[config.mk]
export PLATFORM = sky130hd
export DESIGN_NAME = game_referee
export DESIGN_NICKNAME = d
export VERILOG_FILES = /design/src/rtl/ttt_pkg.sv /design/src/rtl/win_eval.sv /design/src/rtl/game_referee.sv
export SDC_FILE = /design/constraint.sdc
export NUM_CORES = 1
export LEC_CHECK = 0
export ABC_AREA = 1
export BUFFER_PORTS_ARGS = -buffer_cell sky130_fd_sc_hd__buf_2
export CAP_MARGIN = 40
export CELL_PAD_IN_SITES_DETAIL_PLACEMENT = 2
export CELL_PAD_IN_SITES_GLOBAL_PLACEMENT = 2
export CORE_AREA = 2 2 95 97
export CTS_BUF_LIST = sky130_fd_sc_hd__clkbuf_4 sky130_fd_sc_hd__clkbuf_8
export CTS_CLUSTER_DIAMETER = 40
export DETAILED_ROUTE_END_ITERATION = 8
export DIE_AREA = 0 0 97 99
export PLACE_DENSITY_LB_ADDON = 0.1
export SYNTH_ARGS = -nofsm -noshare
export SYNTH_HDL_FRONTEND = slang
export SYNTH_SLANG_ARGS = --single-unit
export TNS_END_PERCENT = 30
[constraint.sdc]
create_clock -name i_clk -period 2.61 [get_ports i_clk]
set_input_delay 0.261 -clock i_clk [delete_from_list [all_inputs] [get_ports i_clk]]
set_output_delay 0.261 -clock i_clk [all_outputs]
set_load 0.1 [all_outputs]
[src/rtl/ttt_pkg.sv]
// ttt_pkg: shared definitions for the tic-tac-toe referee.
//   - 2-bit cell encodings (01 is treated as empty)
//   - result status codes driven on o_status
//   - referee FSM state codes
//   - the eight winning lines as 0-based cell index triples, in win_line bit order
package ttt_pkg;

    localparam logic [1:0] CELL_EMPTY = 2'b00;
    localparam logic [1:0] CELL_X     = 2'b10;
    localparam logic [1:0] CELL_O     = 2'b11;

    localparam logic [1:0] ST_PLAYING = 2'b00;
    localparam logic [1:0] ST_X_WON   = 2'b01;
    localparam logic [1:0] ST_O_WON   = 2'b10;
    localparam logic [1:0] ST_DRAW    = 2'b11;

    localparam logic [1:0] S_PLAYING  = 2'd0;
    localparam logic [1:0] S_EVAL     = 2'd1;
    localparam logic [1:0] S_OVER     = 2'd2;
    localparam logic [1:0] S_CLEAR    = 2'd3;

    // Rows, then columns, then diagonals (cell n of the board is index n-1).
    localparam int unsigned WIN_LINES [8][3] = '{
        '{0, 1, 2}, '{3, 4, 5}, '{6, 7, 8},
        '{0, 3, 6}, '{1, 4, 7}, '{2, 5, 8},
        '{0, 4, 8}, '{2, 4, 6}
    };

    function automatic logic [1:0] cell_at(input logic [17:0] cells, input int unsigned idx);
        return cells[2*idx +: 2];
    endfunction

endpackage

[src/rtl/win_eval.sv]
// win_eval: combinational board evaluator.
//   i_cells   [17:0] nine 2-bit cells, cell n at bits [2n-1:2n-2]
//   o_x_lines [7:0]  lines completely owned by X (win_line bit order)
//   o_o_lines [7:0]  lines completely owned by O
//   o_full           every cell holds X or O
module win_eval
    import ttt_pkg::*;
(
    input  logic [17:0] i_cells,
    output logic [7:0]  o_x_lines,
    output logic [7:0]  o_o_lines,
    output logic        o_full
);

    always_comb begin
        o_x_lines = '0;
        o_o_lines = '0;
        o_full    = 1'b1;
        for (int l = 0; l < 8; l++) begin
            o_x_lines[l] = (cell_at(i_cells, WIN_LINES[l][0]) == CELL_X) &&
                           (cell_at(i_cells, WIN_LINES[l][1]) == CELL_X) &&
                           (cell_at(i_cells, WIN_LINES[l][2]) == CELL_X);
            o_o_lines[l] = (cell_at(i_cells, WIN_LINES[l][0]) == CELL_O) &&
                           (cell_at(i_cells, WIN_LINES[l][1]) == CELL_O) &&
                           (cell_at(i_cells, WIN_LINES[l][2]) == CELL_O);
        end
        for (int i = 0; i < 9; i++) begin
            if (!((cell_at(i_cells, i) == CELL_X) || (cell_at(i_cells, i) == CELL_O)))
                o_full = 1'b0;
        end
    end

endmodule

[src/rtl/game_referee.sv]
// game_referee: watches the tic-tac-toe board, evaluates each move for a win
// or draw, latches the result, keeps running scores and sequences new games.
//   i_clk, i_reset         clock, synchronous active-high reset
//   i_cells [17:0]         board cells (see ttt_pkg encodings)
//   i_move_made            board wrote a cell on this edge
//   i_new_game             level new-game request (debounced button)
//   o_status [1:0]         00 playing, 01 X won, 10 O won, 11 draw
//   o_win_line [7:0]       one-hot (or multi-hot) winning line(s)
//   o_move_count [3:0]     accepted moves this game, 0..9
//   o_lock                 board must ignore buttons
//   o_clear_board          one-cycle pulse that clears the board
//   o_score_x/o/draw_count saturating tallies, cleared only by reset
//
// state     | meaning
// PLAYING   | waiting for a move or a new-game request
// EVAL      | cells hold the new move; judge win / draw / continue
// OVER      | result held, moves ignored
// CLEAR     | pulse clear_board, zero per-game state
module game_referee
    import ttt_pkg::*;
#(
    parameter int SCORE_W = 4
) (
    input  logic               i_clk,
    input  logic               i_reset,
    input  logic [17:0]        i_cells,
    input  logic               i_move_made,
    input  logic               i_new_game,
    output logic [1:0]         o_status,
    output logic [7:0]         o_win_line,
    output logic [3:0]         o_move_count,
    output logic               o_lock,
    output logic               o_clear_board,
    output logic [SCORE_W-1:0] o_score_x,
    output logic [SCORE_W-1:0] o_score_o,
    output logic [SCORE_W-1:0] o_draw_count
);

    logic [1:0]         r_state;
    logic [1:0]         r_status;
    logic [7:0]         r_win_line;
    logic [3:0]         r_move_count;
    logic [SCORE_W-1:0] r_score_x;
    logic [SCORE_W-1:0] r_score_o;
    logic [SCORE_W-1:0] r_draw_count;
    logic [17:0]        r_cells_prev;
    logic               r_last_is_o;
    logic               r_ng_armed;

    logic [7:0]         w_x_lines;
    logic [7:0]         w_o_lines;
    logic               w_full;
    logic               w_last_is_o;
    logic               w_go_clear;
    logic               w_any_win;
    logic               w_o_wins;

    win_eval u_win_eval (
        .i_cells   (i_cells),
        .o_x_lines (w_x_lines),
        .o_o_lines (w_o_lines),
        .o_full    (w_full)
    );

    // Owner of the most recently written cell, seen combinationally so the
    // write that lands on the move edge is already visible during EVAL.
    always_comb begin
        w_last_is_o = r_last_is_o;
        for (int i = 0; i < 9; i++) begin
            if ((i_cells[2*i +: 2] != r_cells_prev[2*i +: 2]) && i_cells[2*i+1])
                w_last_is_o = i_cells[2*i];
        end
    end

    // A held button must be released before it can trigger another clear.
    assign w_go_clear = i_new_game && r_ng_armed;
    assign w_any_win  = (|w_x_lines) || (|w_o_lines);
    // Both colours complete only on an illegal board: the last writer wins.
    assign w_o_wins   = (|w_o_lines) && (!(|w_x_lines) || w_last_is_o);

    always_ff @(posedge i_clk) begin
        if (i_reset) begin
            r_state      <= S_PLAYING;
            r_status     <= ST_PLAYING;
            r_win_line   <= '0;
            r_move_count <= '0;
            r_score_x    <= '0;
            r_score_o    <= '0;
            r_draw_count <= '0;
            r_cells_prev <= {9{CELL_EMPTY}};
            r_last_is_o  <= 1'b0;
            r_ng_armed   <= 1'b0;
        end else begin
            r_cells_prev <= i_cells;
            r_last_is_o  <= w_last_is_o;
            if (!i_new_game)
                r_ng_armed <= 1'b1;

            case (r_state)
                S_PLAYING: begin
                    if (w_go_clear) begin
                        r_state    <= S_CLEAR;
                        r_ng_armed <= 1'b0;
                    end else if (i_move_made) begin
                        if (r_move_count != 4'd9)
                            r_move_count <= r_move_count + 4'd1;
                        r_state <= S_EVAL;
                    end
                end
                S_EVAL: begin
                    if (w_any_win) begin
                        r_status   <= w_o_wins ? ST_O_WON : ST_X_WON;
                        r_win_line <= w_o_wins ? w_o_lines : w_x_lines;
                        if (w_o_wins) begin
                            if (r_score_o != '1)
                                r_score_o <= r_score_o + SCORE_W'(1);
                        end else begin
                            if (r_score_x != '1)
                                r_score_x <= r_score_x + SCORE_W'(1);
                        end
                        r_state <= S_OVER;
                    end else if (w_full) begin
                        r_status <= ST_DRAW;
                        if (r_draw_count != '1)
                            r_draw_count <= r_draw_count + SCORE_W'(1);
                        r_state <= S_OVER;
                    end else begin
                        r_state <= S_PLAYING;
                    end
                end
                S_OVER: begin
                    if (w_go_clear) begin
                        r_state    <= S_CLEAR;
                        r_ng_armed <= 1'b0;
                    end
                end
                S_CLEAR: begin
                    r_status     <= ST_PLAYING;
                    r_win_line   <= '0;
                    r_move_count <= '0;
                    r_state      <= S_PLAYING;
                end
                default: r_state <= S_PLAYING;
            endcase
        end
    end

    assign o_status      = r_status;
    assign o_win_line    = r_win_line;
    assign o_move_count  = r_move_count;
    assign o_lock        = (r_state != S_PLAYING);
    assign o_clear_board = (r_state == S_CLEAR);
    assign o_score_x     = r_score_x;
    assign o_score_o     = r_score_o;
    assign o_draw_count  = r_draw_count;

endmodule

==> results_dict.tcl, run 1 <==
set metrics [dict create \
    die_h_um 99 \
    cts-root-buf "clkbuf_8" \
    post_cts_resize_count 0 \
    first_global_vias 2693 \
    grtUsageMet3_pct 2.41 \
    cpMostUsedCell "nand2_1" \
    clockBufferDepth 2 \
    clkTransAtPathRegs_ps 90 \
    ir_drop_v 0.000170 \
    instances_no_fill 525 \
    synth_top_cells_by_area "dfxtp_1, nand2_1, nor2_1" \
    synthMostInstantiatedCell "nand2_1" \
    synth_top_area_share_pct 38.2 \
    min_period_over_period_pct 84.5 \
    crit_family "simple AND/OR/NAND/NOR gates" \
    cts.sinks 48 \
    cts_tree "done" \
    synth-edff-count 0 \
    setup_viol 0 \
    crit_chain "o21ai_0 -> nand2_1 -> nand2_1 -> nor2_1 -> nand2_1 -> nand2_1 -> nand2_1 -> nand2_1 -> nand2_1 -> nand2_1 -> nand2_1 -> nand2_1 -> nand2_1 -> nand2_1 -> nand2_1 -> nand2_1 -> nand2_2 -> nand3_4 -> nand2_4 -> nor2_2 -> o21ai_0 -> nor2_1" \
    reg2reg_slack_ps 400 \
    async_reset_ff_share_pct 0 \
    grt_max_degree 22 \
    clock.fmax_mhz 453 \
    crit_buf_inv 0 \
    worstPathMaxFanout 15 \
    die_w_um 97 \
    cts_buffers 5 \
    ys_ff_latch 48 \
    syn_inst 365 \
    syn-cell-area_sq_mm 0.00251 \
    route.detailed.drc 0 \
    rsz0062_at_grt "false" \
    first_pass_iters 4 \
    critPathKind "flip-flop to flip-flop" \
    status "finished, final reports clean" \
    hp-class "input port to flip-flop" \
    use_met1_pct 24.7 \
    overflow 0 \
    r2r_start "r_cells_prev[4]" \
    synth_commonest_cells "nand2_1, dfxtp_1, nor2_1, inv_1, nand3_1" \
    synth_xor_area_share_pct 2.09 \
    ios 50 \
    required_ps 2810 \
    synth_flop_cell "dfxtp_1" \
    cp.arrival_ps 2410 \
    core_sq_mm 0.00855 \
    ys_seq_area_share_pct 38.2 \
    yosysWarnings 0 \
    synth_compound_area_share_pct 11.9 \
    drtAntennaViolNets 0 \
    cap_violations 0 \
    postCtsSetupBuffers 0 \
    hold_start "i_new_game" \
    synth_top_area_cell "dfxtp_1" \
    nNetsFinal 444 \
    power_density_mw_per_mm2 529 \
    ys_types 32 \
    fin_setup_tns_ps 0 \
    busiest_layer "met2" \
    hold_viol_final 0 \
    drive_above_1_share_pct 19.4 \
    start_util_pct 29.4 \
    grt_pass1_wl_mm 13.9 \
    antenna_found_initial 0 \
    routabilityCongestion 0.794 \
    final_max_slew_viol_count 0 \
    cp-start-kind "flip-flop" \
    synth_mux_area_share_pct 0 \
    yosys.area_share.simple_pct 36.4 \
    startpoint "r_cells_prev[4]" \
    grtUsageMet2_pct 29.8 \
    slowest_delay_ps 320 \
    fin_skew_ps 5.88 \
    drt-total-wl_mm 8.18 \
    rows 34 \
    synthAdderAreaFrac_pct 2.49 \
    cp-end-kind "flip-flop" \
    syn_avg_cell_area_sq_um 6.89 \
    design.die.area_sq_mm 0.00960 \
    crit_slowest_cell "dfxtp_1" \
    clk_latency_ps 300 \
    synth_top_family_by_area "simple AND/OR/NAND/NOR gates" \
    postCtsHoldBufs 0 \
    holdWs_ps 146 \
    cts_htree_levels 2 \
    area_growth_pct 17.5 \
    antennaDiodeCount 0 \
    relSlewSlack_pct 66.9 \
    dp.cells 518 \
    syn_nets 392 \
    worstMarginPinSlew_ps 495 \
    track_usage_pct 17.7 \
    fin_crit_ps 2210 \
    p_leak_nw 1.41 \
    dp_hpwl_mm 6.59 \
    portBuffers 49 \
    via_per_inst 4.80 \
    dr.first_iter.drc_count 71 \
    vias 2521 \
    wl_per_cell_um 15.6 \
]
[logic make-up after synthesis]
| group | after synthesis |
|---|---|
| buf+inv | 55 |
| fa+ha+maj | 5 |
| flops | 48 |
| compound gates | 53 |
| simple gates | 198 |
| xor+xnor | 6 |
[where the power goes]
part	internal, mW	total, mW	switching (mW)
registers	0.761	0.783	0.0213
clock network	0.182	0.441	0.259
logic	0.0845	0.339	0.254
[worst reg2reg max path, delay by kind of cell, from the launching register on]
kind,cells,cell delay [ps]
AO/OA/AOI/OAI,2,420
flip-flops,1,320
AND/OR/NAND/NOR,20,1380
[layer usage]
metal / wire [um] / up-vias
met1: 4130 / 1196
met5: 0 / -
li1: - / 1287
met2: 3810 / 33
met3: 190 / 5
met4: 47 / 0
[placed cells by master (no fill, tap or decap), types with 8 or more instances in the layout]
cell type | Yosys | routed
a21oi_1 | 33 | 33
nand2_1 | 77 | 77
nand3_1 | 35 | 35
o21ai_0 | 14 | 14
inv_1 | 45 | 45
nor2_1 | 47 | 46
nand4_1 | 8 | 8
dfxtp_1 | 48 | 48
nor3_1 | 9 | 9
buf_2 | 0 | 49
[cell type report]
| type | count | area, sq um |
|---|---|---|
| Timing Repair Buffer | 51 | 260 |
| Sequential cell | 48 | 961 |
| Clock buffer | 5 | 68.8 |
| Fill cell | 1064 | 5600 |
| Tap cell | 108 | 135 |
| Inverter | 49 | 184 |
| Multi-Input combinational cell | 262 | 1330 |
| Clock inverter | 2 | 12.5 |
[flip-flops by register name (all words and copies together), names as in the netlist]
| name | cells |
|---|---|
| o_draw_count | 4 |
| o_move_count | 4 |
| o_score_o | 4 |
| o_score_x | 4 |
| o_status | 2 |
| o_win_line | 8 |
| r_cells_prev | 18 |
| r_last_is_o | 1 |
| r_ng_armed | 1 |
| r_state | 2 |
[path summary, 6_finish.rpt]
check,end,cells past startpoint
max reg2reg,o_score_o[1],22
min reg2reg,o_win_line[2],2
max,o_score_o[1],22
min,r_ng_armed,2
[metrics by stage]
step           instance area, sq um  util (%)  total power, mW  setup slack [ps]
2_1_floorplan                  2510         -             1.04               370
3_3_place_gp                   2870      33.6             1.14               300
3_5_place_dp                   2870      33.6             1.14               242
4_1_cts                        2950      34.5             1.59               346
5_1_grt                        2950      34.5             1.66              64.0
6_report                       2950      34.5             1.56               404
Power figures use the tool's default switching activity.
==> inputs of run 2 (changes only) <==
--- a/config.mk
+++ b/config.mk
@@ -10,11 +10,11 @@
 export CAP_MARGIN = 40
 export CELL_PAD_IN_SITES_DETAIL_PLACEMENT = 2
 export CELL_PAD_IN_SITES_GLOBAL_PLACEMENT = 2
-export CORE_AREA = 2 2 95 97
+export CORE_AREA = 2 2 98 100
 export CTS_BUF_LIST = sky130_fd_sc_hd__clkbuf_4 sky130_fd_sc_hd__clkbuf_8
 export CTS_CLUSTER_DIAMETER = 40
 export DETAILED_ROUTE_END_ITERATION = 8
-export DIE_AREA = 0 0 97 99
+export DIE_AREA = 0 0 100 102
 export PLACE_DENSITY_LB_ADDON = 0.1
 export SYNTH_ARGS = -nofsm -noshare
 export SYNTH_HDL_FRONTEND = slang
==> constraint.sdc (replaced) <==
create_clock -name i_clk -period 1.8 [get_ports i_clk]
set_input_delay 0.18 -clock i_clk [delete_from_list [all_inputs] [get_ports i_clk]]
set_output_delay 0.18 -clock i_clk [all_outputs]
set_load 0.1 [all_outputs]
==> run 2 against run 1 <==
Against the previous run:
- non-clock buffer count up 65
- sequential share of layout area down 5.0 points
- critical path type unchanged
- the run now ends with setup timing left
- clock power up 57%
- critical path depth up 1
- via count up 11%
- combinational power up 81%
- maximum frequency up 4.3%
==> results_dict.tcl, run 2 (synthesized netlist as in run 1, its figures left out) <==
set metrics [dict create \
    status "finished, violations left" \
    violations "setup timing" \
    hold_viol_final 0 \
    rows 35 \
    cap_violations 0 \
    via_per_inst 4.71 \
    core_sq_mm 0.00911 \
    top_register "r_cells_prev" \
    clk_latency_ps 320 \
    route.detailed.drc 0 \
    final_common_cell "nand2_1" \
    portBuffers 49 \
    grt_pass1_wl_mm 14.8 \
    combPwrFrac_pct 25.1 \
    first_global_vias 2965 \
    final_cell_area_sq_mm 0.00355 \
    multi_input_area_sq_mm 0.00140 \
    track_usage_pct 18.4 \
    dp_worst_setup_slack_ps -363 \
    cts.sinks 48 \
    cp.arrival_ps 2300 \
    final_cell_mix "nand2_1, buf_4, buf_2, nor2_1, inv_1" \
    switching_share_pct 34.4 \
    first_pass_iters 4 \
    antenna_found_initial 0 \
    cts_buffers 5 \
    ios 50 \
    dpl_cell_area_sq_mm 0.00335 \
    critPathKind "flip-flop to flip-flop" \
    cts_htree_levels 2 \
    postCtsHoldBufs 0 \
    worstPathMaxFanout 4 \
    cp-end-kind "flip-flop" \
    power_density_mw_per_mm2 689 \
    setup_slack_ps -314 \
    fin_setup_tns_ps -4290 \
    cts-root-buf "clkbuf_8" \
    overflow 0 \
    cp-start-kind "flip-flop" \
    drtAntennaViolNets 0 \
    die_w_um 100 \
    largest_reg_flops 18 \
    start_util_pct 27.6 \
    fin_util_pct 38.9 \
    dp.cells 583 \
    clock.fmax_mhz 473 \
    antennaDiodeCount 0 \
    final_max_slew_viol_count 0 \
    clockBufferDepth 2 \
    clockPowerShare_pct 28.3 \
    dr.first_iter.drc_count 72 \
    hp-class "input port to flip-flop" \
    fin_crit_ps 2110 \
    p_leak_nw 1.74 \
    worstMarginPinSlew_ps 500 \
    vias 2801 \
    relSlewSlack_pct 66.9 \
    reg2reg_slack_ps -310 \
    holdWs_ps 32.4 \
    finalPower_mw 2.44 \
    fin_skew_ps 13.4 \
    design.die.area_sq_mm 0.0102 \
    wl_per_cell_um 15.1 \
    die_h_um 102 \
    min_period_over_period_pct 117 \
    power.share.sequential_pct 46.6 \
    area_growth_pct 41.1 \
    nNetsFinal 510 \
    required_ps 1990 \
    rsz0062_at_grt "true" \
    ff_latch_area_sq_um 977 \
    clkTransAtPathRegs_ps 100 \
    drive_above_1_share_pct 34.9 \
    cts_tree "done" \
    nFillCells 1124 \
    ir_drop_v 0.000220 \
    internal_power_mw 1.60 \
    power_switching_uw 842 \
    instances_no_fill 595 \
    drt-total-wl_mm 8.99 \
    dp_hpwl_mm 7.03 \
    grt_max_degree 40 \
    setup_viol 17 \
    routabilityCongestion 0.798 \
]
[run 2: critical path, cell delays in order, from the launching register on]
cell,delay [ps]
dfxtp_2,340
inv_2,60
nand2_4,50
a21oi_2,140
a21oi_2,40
nand2_1,50
nand2_1,40
nand2_1,50
nand2_1,60
nand2_2,60
nand2_1,50
nand2_1,50
nand2_1,40
nand2_1,50
nand2_1,40
nand2_1,50
nand2_1,60
nand2_1,90
nand2_2,80
nand3_4,110
buf_6,120
nand4_1,160
nand2_1,140
a21oi_1,60
[run 2: final timing paths]
path | startpoint | to | depth (start not counted)
max | r_cells_prev[0] | o_score_o[3] | 23
min | i_reset | o_move_count[1] | 2
max reg2reg | r_cells_prev[0] | o_score_o[3] | 23
min reg2reg | o_win_line[2] | o_win_line[2] | 2
[run 2: cell type report]
type	count	area share [%]
multi-input combinational	263	39.4
inverter	49	5.19
timing repair buffer	116	21.4
clock buffer	6	2.15
clock inverter	2	0.353
sequential	48	27.6
tap	111	3.92
[run 2: power groups by stage]
stage	Clock [mW]	Combinational, mW	Sequential [mW]
finish	0.692	0.614	1.14
global route	0.760	0.675	1.14
CTS	0.720	0.594	1.14
detailed placement	0	0.581	1.16
global placement	0	0.567	1.16
floorplan	0	0.267	1.25
[run 2: layer usage]
metal | vias to the layer above | GRT usage (%) | share of wire [%]
li1 | 1421 | - | -
met1 | 1335 | 24.9 | 48
met2 | 37 | 31.5 | 48
met3 | 8 | 2.74 | 2.9
met4 | 0 | 3.48 | 0.82
met5 | - | 0 | 0
[run 2: what timing repair did]
item                                    4_1_cts  5_1_grt
pin swaps                                     0        6
setup buffers                                 0        3
endpoints found under the setup margin       16       23
resized for setup                            11       14
cloned                                        0        1
